--- config.mk ---
export PLATFORM = sky130hd
export DESIGN_NAME = alu_seq
export DESIGN_NICKNAME = d
export VERILOG_FILES = /design/src/rtl/alu_seq_pkg.sv /design/src/rtl/alu_seq_iter.sv /design/src/rtl/alu_seq.sv
export SDC_FILE = /design/constraint.sdc
export NUM_CORES = 1
export LEC_CHECK = 0
export ABC_CLOCK_PERIOD_IN_PS = 4730
export BUFFER_PORTS_ARGS = -buffer_cell sky130_fd_sc_hd__buf_2
export CAP_MARGIN = 5
export CORE_MARGIN = 2
export CORE_UTILIZATION = 60
export DETAILED_ROUTE_END_ITERATION = 6
export PLACE_DENSITY = 0.88
export SYNTH_ARGS = -nofsm -noshare
export SYNTH_HDL_FRONTEND = slang
export SYNTH_SLANG_ARGS = --single-unit
--- constraint.sdc ---
create_clock -name clk -period 4.73 [get_ports clk]
set_input_delay 0.473 -clock clk [delete_from_list [all_inputs] [get_ports clk]]
set_output_delay 0.473 -clock clk [all_outputs]
set_load 0.05 [all_outputs]
--- src/rtl/alu_seq_pkg.sv ---
// Shared types for the sequential ALU: opcodes, FSM states, flag bit positions.
// Optional divider is enabled by defining ALU_SEQ_DIV_EN.
package alu_seq_pkg;

   typedef enum logic [2:0] {
      OP_ADD = 3'b000,
      OP_SUB = 3'b001,
      OP_AND = 3'b010,
      OP_OR  = 3'b011,
      OP_MUL = 3'b100,
      OP_MOV = 3'b101,
      OP_XOR = 3'b110,
      OP_DIV = 3'b111
   } alu_op_e;

   typedef enum logic [1:0] {
      S_IDLE = 2'd0,
      S_ITER = 2'd1,
      S_DONE = 2'd2
   } alu_state_e;

   localparam int FLAG_N = 3;
   localparam int FLAG_Z = 2;
   localparam int FLAG_C = 1;
   localparam int FLAG_V = 0;

endpackage

--- src/rtl/alu_seq_iter.sv ---
// One-bit-per-cycle datapath for unsigned shift-add MUL and, when ALU_SEQ_DIV_EN
// is defined, unsigned restoring DIV. {hi,lo} holds product or {remainder,quotient}.
module alu_seq_iter #(
   parameter int N = 32
) (
   input  logic           clk,
   input  logic           rst_n,
`ifdef ALU_SEQ_DIV_EN
   input  logic           div,
`endif
   input  logic           start,
   input  logic           step,
   input  logic [N-1:0]   a,
   input  logic [N-1:0]   b,
   output logic           last,
   output logic [2*N-1:0] nxt
);

   localparam int CW = $clog2(N);

   logic [CW-1:0] cnt;
   logic [N-1:0]  hi, lo, b_q;
   logic [N:0]    acc;
`ifdef ALU_SEQ_DIV_EN
   logic [N:0]    r2;
   logic [N-1:0]  rem_sub;
`endif

   assign last = (cnt == CW'(N-1));

   always_comb begin
      acc = {1'b0, hi} + (lo[0] ? {1'b0, b_q} : {(N+1){1'b0}});
      nxt = {acc, lo[N-1:1]};
`ifdef ALU_SEQ_DIV_EN
      r2      = {hi, lo[N-1]};
      // true difference is below 2^N whenever it is kept, so modulo-2^N is exact
      rem_sub = r2[N-1:0] - b_q;
      if (div) begin
         if (r2 >= {1'b0, b_q}) nxt = {rem_sub, lo[N-2:0], 1'b1};
         else                   nxt = {r2[N-1:0], lo[N-2:0], 1'b0};
      end
`endif
   end

   always_ff @(posedge clk) begin
      if (!rst_n) begin
         cnt <= '0;
         hi  <= '0;
         lo  <= '0;
         b_q <= '0;
      end else if (start) begin
         cnt <= '0;
         hi  <= '0;
         lo  <= a;
         b_q <= b;
      end else if (step) begin
         hi  <= nxt[2*N-1:N];
         lo  <= nxt[N-1:0];
         cnt <= last ? '0 : cnt + CW'(1);
      end
   end

endmodule

--- src/rtl/alu_seq.sv ---
// Sequential ALU with valid/ready handshake: single-cycle logic/arith ops, N-cycle MUL,
// and N-cycle DIV when ALU_SEQ_DIV_EN is defined (otherwise opcode 111 is reserved).
module alu_seq #(
   parameter int N = 32
) (
   input  logic           clk,
   input  logic           rst_n,
   input  logic           in_valid,
   output logic           in_ready,
   input  logic [N-1:0]   a,
   input  logic [N-1:0]   b,
   input  logic [2:0]     alu_sel,
   output logic           out_valid,
   input  logic           out_ready,
   output logic [2*N-1:0] result,
   output logic [3:0]     flags,
   output logic           busy
);
   import alu_seq_pkg::*;

   alu_state_e     state, state_nxt;
   alu_op_e        op;
   logic           accept, iter_op, iter_last;
   logic [2*N-1:0] sc_res, iter_nxt;
   logic [3:0]     sc_flags, iter_flags;
   logic [N:0]     sum, diff;
`ifdef ALU_SEQ_DIV_EN
   logic           div_q;
`endif

   assign op        = alu_op_e'(alu_sel);
   assign in_ready  = rst_n && ((state == S_IDLE) || (state == S_DONE && out_ready));
   assign accept    = in_valid && in_ready;
   assign out_valid = (state == S_DONE);
   assign busy      = (state == S_ITER);

`ifdef ALU_SEQ_DIV_EN
   // divide-by-zero is resolved in the single-cycle path
   assign iter_op = (op == OP_MUL) || (op == OP_DIV && b != '0);
`else
   assign iter_op = (op == OP_MUL);
`endif

   always_comb begin
      sum      = {1'b0, a} + {1'b0, b};
      diff     = {1'b0, a} - {1'b0, b};
      sc_res   = '0;
      sc_flags = '0;
      case (op)
         OP_ADD: begin
            sc_res[N-1:0]    = sum[N-1:0];
            sc_flags[FLAG_C] = sum[N];
            sc_flags[FLAG_V] = (a[N-1] == b[N-1]) && (sum[N-1] != a[N-1]);
         end
         OP_SUB: begin
            sc_res[N-1:0]    = diff[N-1:0];
            sc_flags[FLAG_C] = ~diff[N];
            sc_flags[FLAG_V] = (a[N-1] != b[N-1]) && (diff[N-1] != a[N-1]);
         end
         OP_AND: sc_res[N-1:0] = a & b;
         OP_OR:  sc_res[N-1:0] = a | b;
         OP_XOR: sc_res[N-1:0] = a ^ b;
         OP_MOV: sc_res[N-1:0] = b;
         OP_DIV: begin
`ifdef ALU_SEQ_DIV_EN
            sc_res = {a, {N{1'b1}}};
`endif
            sc_flags[FLAG_V] = 1'b1;
         end
         default: ;
      endcase
      sc_flags[FLAG_N] = sc_res[N-1];
      sc_flags[FLAG_Z] = (sc_res[N-1:0] == '0);
   end

   always_comb begin
      iter_flags         = '0;
      iter_flags[FLAG_N] = iter_nxt[2*N-1];
      iter_flags[FLAG_Z] = (iter_nxt == '0);
`ifdef ALU_SEQ_DIV_EN
      if (div_q) begin
         iter_flags[FLAG_N] = iter_nxt[N-1];
         iter_flags[FLAG_Z] = (iter_nxt[N-1:0] == '0);
      end
`endif
   end

   always_comb begin
      state_nxt = state;
      case (state)
         S_IDLE, S_DONE: begin
            if (accept)                            state_nxt = iter_op ? S_ITER : S_DONE;
            else if (state == S_DONE && out_ready) state_nxt = S_IDLE;
         end
         S_ITER:  if (iter_last) state_nxt = S_DONE;
         default: state_nxt = S_IDLE;
      endcase
   end

   always_ff @(posedge clk) begin
      if (!rst_n) begin
         state  <= S_IDLE;
         result <= '0;
         flags  <= '0;
      end else begin
         state <= state_nxt;
         if (accept && !iter_op) begin
            result <= sc_res;
            flags  <= sc_flags;
         end else if (state == S_ITER && iter_last) begin
            result <= iter_nxt;
            flags  <= iter_flags;
         end
      end
   end

`ifdef ALU_SEQ_DIV_EN
   always_ff @(posedge clk) begin
      if (!rst_n)      div_q <= 1'b0;
      else if (accept) div_q <= (op == OP_DIV);
   end
`endif

   alu_seq_iter #(.N(N)) u_iter (
      .clk   (clk),
      .rst_n (rst_n),
`ifdef ALU_SEQ_DIV_EN
      .div   (div_q),
`endif
      .start (accept && iter_op),
      .step  (busy),
      .a     (a),
      .b     (b),
      .last  (iter_last),
      .nxt   (iter_nxt)
   );

endmodule
==> impl_metrics.csv <==
group,metric,value,unit
floorplan,dieWidth,163,um
status,status,"completed",
finish,area_growth,9.88,%
floorplan,dieArea,26700,um^2
sta,tightestPinTransition,1.29,ns
critical_path,cp_data_arrival_time,4.84,ns
finish,fin_cells,2518,
synthesis,synth_area_leaders,"dfxtp_1 22%, ha_1 11%, nand2_1 8.8%",
global_routing,antenna_found_initial,2,
floorplan,ios,142,
place,port-buffer-count,141,
sta,finalClockSkew,0.00936,ns
sta,setup_viol,0,
finish,layout_common_cells,"358 x nand2_1, 183 x a21oi_1, 171 x dfxtp_1",
clock_tree,cts_root_buffer,"clkbuf_16",
critical_path,crit_start,"u_iter.b_q[0]",
routing,drtAntennaViolNets,0,
sta,hold_viol_final,0,
clock_tree,clkLatencyLatePin,0.44,ns
power_and_ir_drop,p_per_area,246,nW/um^2
critical_path,max_stage_delay,0.53,ns
synthesis,synth_ff_type,"dfxtp_1",
routing,wirelength,57.4,mm
synthesis,syn-num-nets,2323,
synthesis,async_flop_share,0,%
global_routing,grt_max_degree,95,
synthesis,netlist_area,15200,um^2
synthesis,postSynthCellCount,2110,
floorplan,start_util,60.8,%
synthesis,synth_warnings,0,
global_routing,grt-ovfl-total,0,
finish,num-nets-final,2388,
hold_path,hold_start,"a[0]",
critical_path,crit_path_start_kind,"register",
place,place_congestion,1.08,
floorplan,num_rows,58,
place,place_ws,0.333,ns
routing,viasPerCell,6.72,
routing,wl_per_cell,22.8,um
synthesis,synth_area_leader_cell,"dfxtp_1",
clock_tree,clkTransAtPathRegs,0.07,ns
sta,drv_slew,0,
synthesis,syn_area_per_cell,7.22,um^2
hold_path,hp-class,"input pin to register",
finish,diodes,0,
critical_path,criticalPathCategory,"register to register",
critical_path,cp_max_fo,6,
sta,fmaxAchievable,223,MHz
synthesis,yosysUniqueCellTypes,97,
place,placed_cells,2486,
power_and_ir_drop,ir_worst_vdd,320,uV
power_and_ir_drop,swShare,36.0,%
power_and_ir_drop,power_frac_seq,36.7,%
sta,holdWs,0.340,ns
power_and_ir_drop,p_clk_share,34.1,%
synthesis,ys_ff_latch,171,
routing,dr_total_vias,16900,
power_and_ir_drop,p_int,2.63,mW
global_routing,grt_pass1_vias,15600,
critical_path,cp_slowest_cell,"or4b_1",
power_and_ir_drop,leakagePower,7.34,nW
global_routing,gr-usage-all-layers,42.2,%
routing,drtIter0Drc,2364,
critical_path,critical_path_buf_inv_count,0,
global_routing,grt_pass1_wl,88.1,mm
floorplan,core_region_area,25000,um^2
sta,rsz0062_at_grt,"no",
routing,dr.pass1.iters,6,
floorplan,fp.dieH,163,um
critical_path,path_cells,"and2_1 -> ha_1 -> fa_1 -> a211oi_2 -> o31a_2 -> a21oi_1 -> or3_1 -> a2111oi_2 -> or4b_1 -> nor4_1 -> nand4b_1 -> nor4_2 -> o21ai_1 -> o31ai_1",
clock_tree,holdBufCountCts,0,
finish,finalCoreUtilization,66.9,%
finish,drive_gt1_share,12.9,%
clock_tree,cts_max_level,4,
job,maxCapViolations,0,
power_and_ir_drop,switching_power,1.48,mW
critical_path,crit_path_end_kind,"register",
place,dp_hpwl,43.3,mm
synthesis,seq_area_frac_synth,22.5,%
clock_tree,cts.sinks,171,
clock_tree,cts_tree,"done",
synthesis,synth_edf_count,0,
clock_tree,clk_path_buf_depth,2,
critical_path,path_delay_family,"simple AND/OR/NAND/NOR gates",
sta,fin_crit_sh,94.9,%
sta,slew_headroom,14.2,%
sta,fin_crit,4.49,ns
synthesis,netlist.area_leader.share,22.5,%
sta,fin_setup_tns,0,ns
power_and_ir_drop,comb_power_share,29.2,%
critical_path,r2r_start,"u_iter.b_q[0]",
routing,drc,0,
critical_path,cp.required,5.08,ns
clock_tree,cts_made_buffers,17,
finish,final_common_cell,"nand2_1",
sta,fin_ws,0.242,ns
-- Yosys cell counts, types with 17 or more instances --
master and count:
o21ai_0 93, a22oi_1 37, nand2_1 359, xor2_1 17, o22ai_1 20, nor4_1 22, nor2b_1 21, nor2_1 163
nor3_1 43, dfxtp_1 171, clkbuf_1 111, buf_2 17, ha_1 139, o211ai_1 25, a21boi_0 69, and3_1 20
a211oi_1 23, inv_1 101, mux2i_1 37, a21o_1 21, nand3_1 43, and2_1 44, nand4_1 19, a21oi_1 183
xnor2_1 22
-- per-stage QoR --
stage | cell area (um^2) | total power [mW]
detailed placement | 16200 | 2.69
global route | 16700 | 4.24
floorplan | 15200 | 2.31
global placement | 16200 | 2.68
finish | 16700 | 4.11
CTS | 16700 | 4.06
-- metal layers --
layer / global-route usage, % / up-vias / wire length [um]
met4: 17.3 / 0 / 2670
met5: 0 / - / 0
li1: - / 7660 / -
met3: 6.63 / 201 / 6180
met1: 57.2 / 7915 / 23300
met2: 66.9 / 1146 / 25200
-- worst register-to-register path: stages, from the launching register on --
cell and delay (ns):
dfxtp_1 0.31, and2_1 0.15, ha_1 0.24, fa_1 0.47, a211oi_2 0.34, o31a_2 0.30
a21oi_1 0.16, or3_1 0.41, a2111oi_2 0.42, or4b_1 0.53, nor4_1 0.26, nand4b_1 0.15
nor4_2 0.42, o21ai_1 0.12, o31ai_1 0.11
-- layout make-up --
cell class | instances | area (um^2)
Multi-Input combinational cell | 1696 | 10900
Sequential cell | 171 | 3420
Tap cell | 330 | 413
Clock buffer | 21 | 470
Clock inverter | 11 | 109
Inverter | 104 | 390
Timing Repair Buffer | 185 | 1050
Fill cell | 2212 | 8300
-- cells by family after synthesis --
| logic type | synth area share, % |
|---|---|
| AO/OA/AOI/OAI | 29.5 |
| AND/OR/NAND/NOR | 24.7 |
| adder cells (fa/ha/maj) | 11.8 |
| buffers and inverters | 6.23 |
| flip-flops | 22.5 |
| multiplexers | 3.02 |
| XOR/XNOR | 2.24 |
-- state kept, by name, summed over array words and instances, names as in the netlist --
signal,cells
u_iter.b_q,32
u_iter.hi,32
flags,4
u_iter.lo,32
u_iter.cnt,5
state,2
result,64
-- power groups by stage --
stage / combinational, mW / clock [mW] / sequential [mW]
detailed placement: 1.15 / 0 / 1.54
CTS: 1.16 / 1.39 / 1.51
global placement: 1.15 / 0 / 1.54
floorplan: 0.703 / 0 / 1.61
finish: 1.20 / 1.40 / 1.51
global route: 1.28 / 1.45 / 1.51
-- worst paths after layout --
path                       end  slack (ns)  cells past startpoint
hold reg to reg     result[58]        0.45                      2
setup / recovery      flags[2]        0.24                     14
setup reg to reg      flags[2]        0.24                     14
hold / removal    u_iter.lo[0]        0.34                      2
-- what timing repair did --
| item | 4_1_cts | 5_1_grt |
|---|---|---|
| setup buffers | 0 | 0 |
| resized for setup | 0 | 1 |
| endpoints found under the setup margin | 0 | 1 |
(Power assumes the default switching activity.)
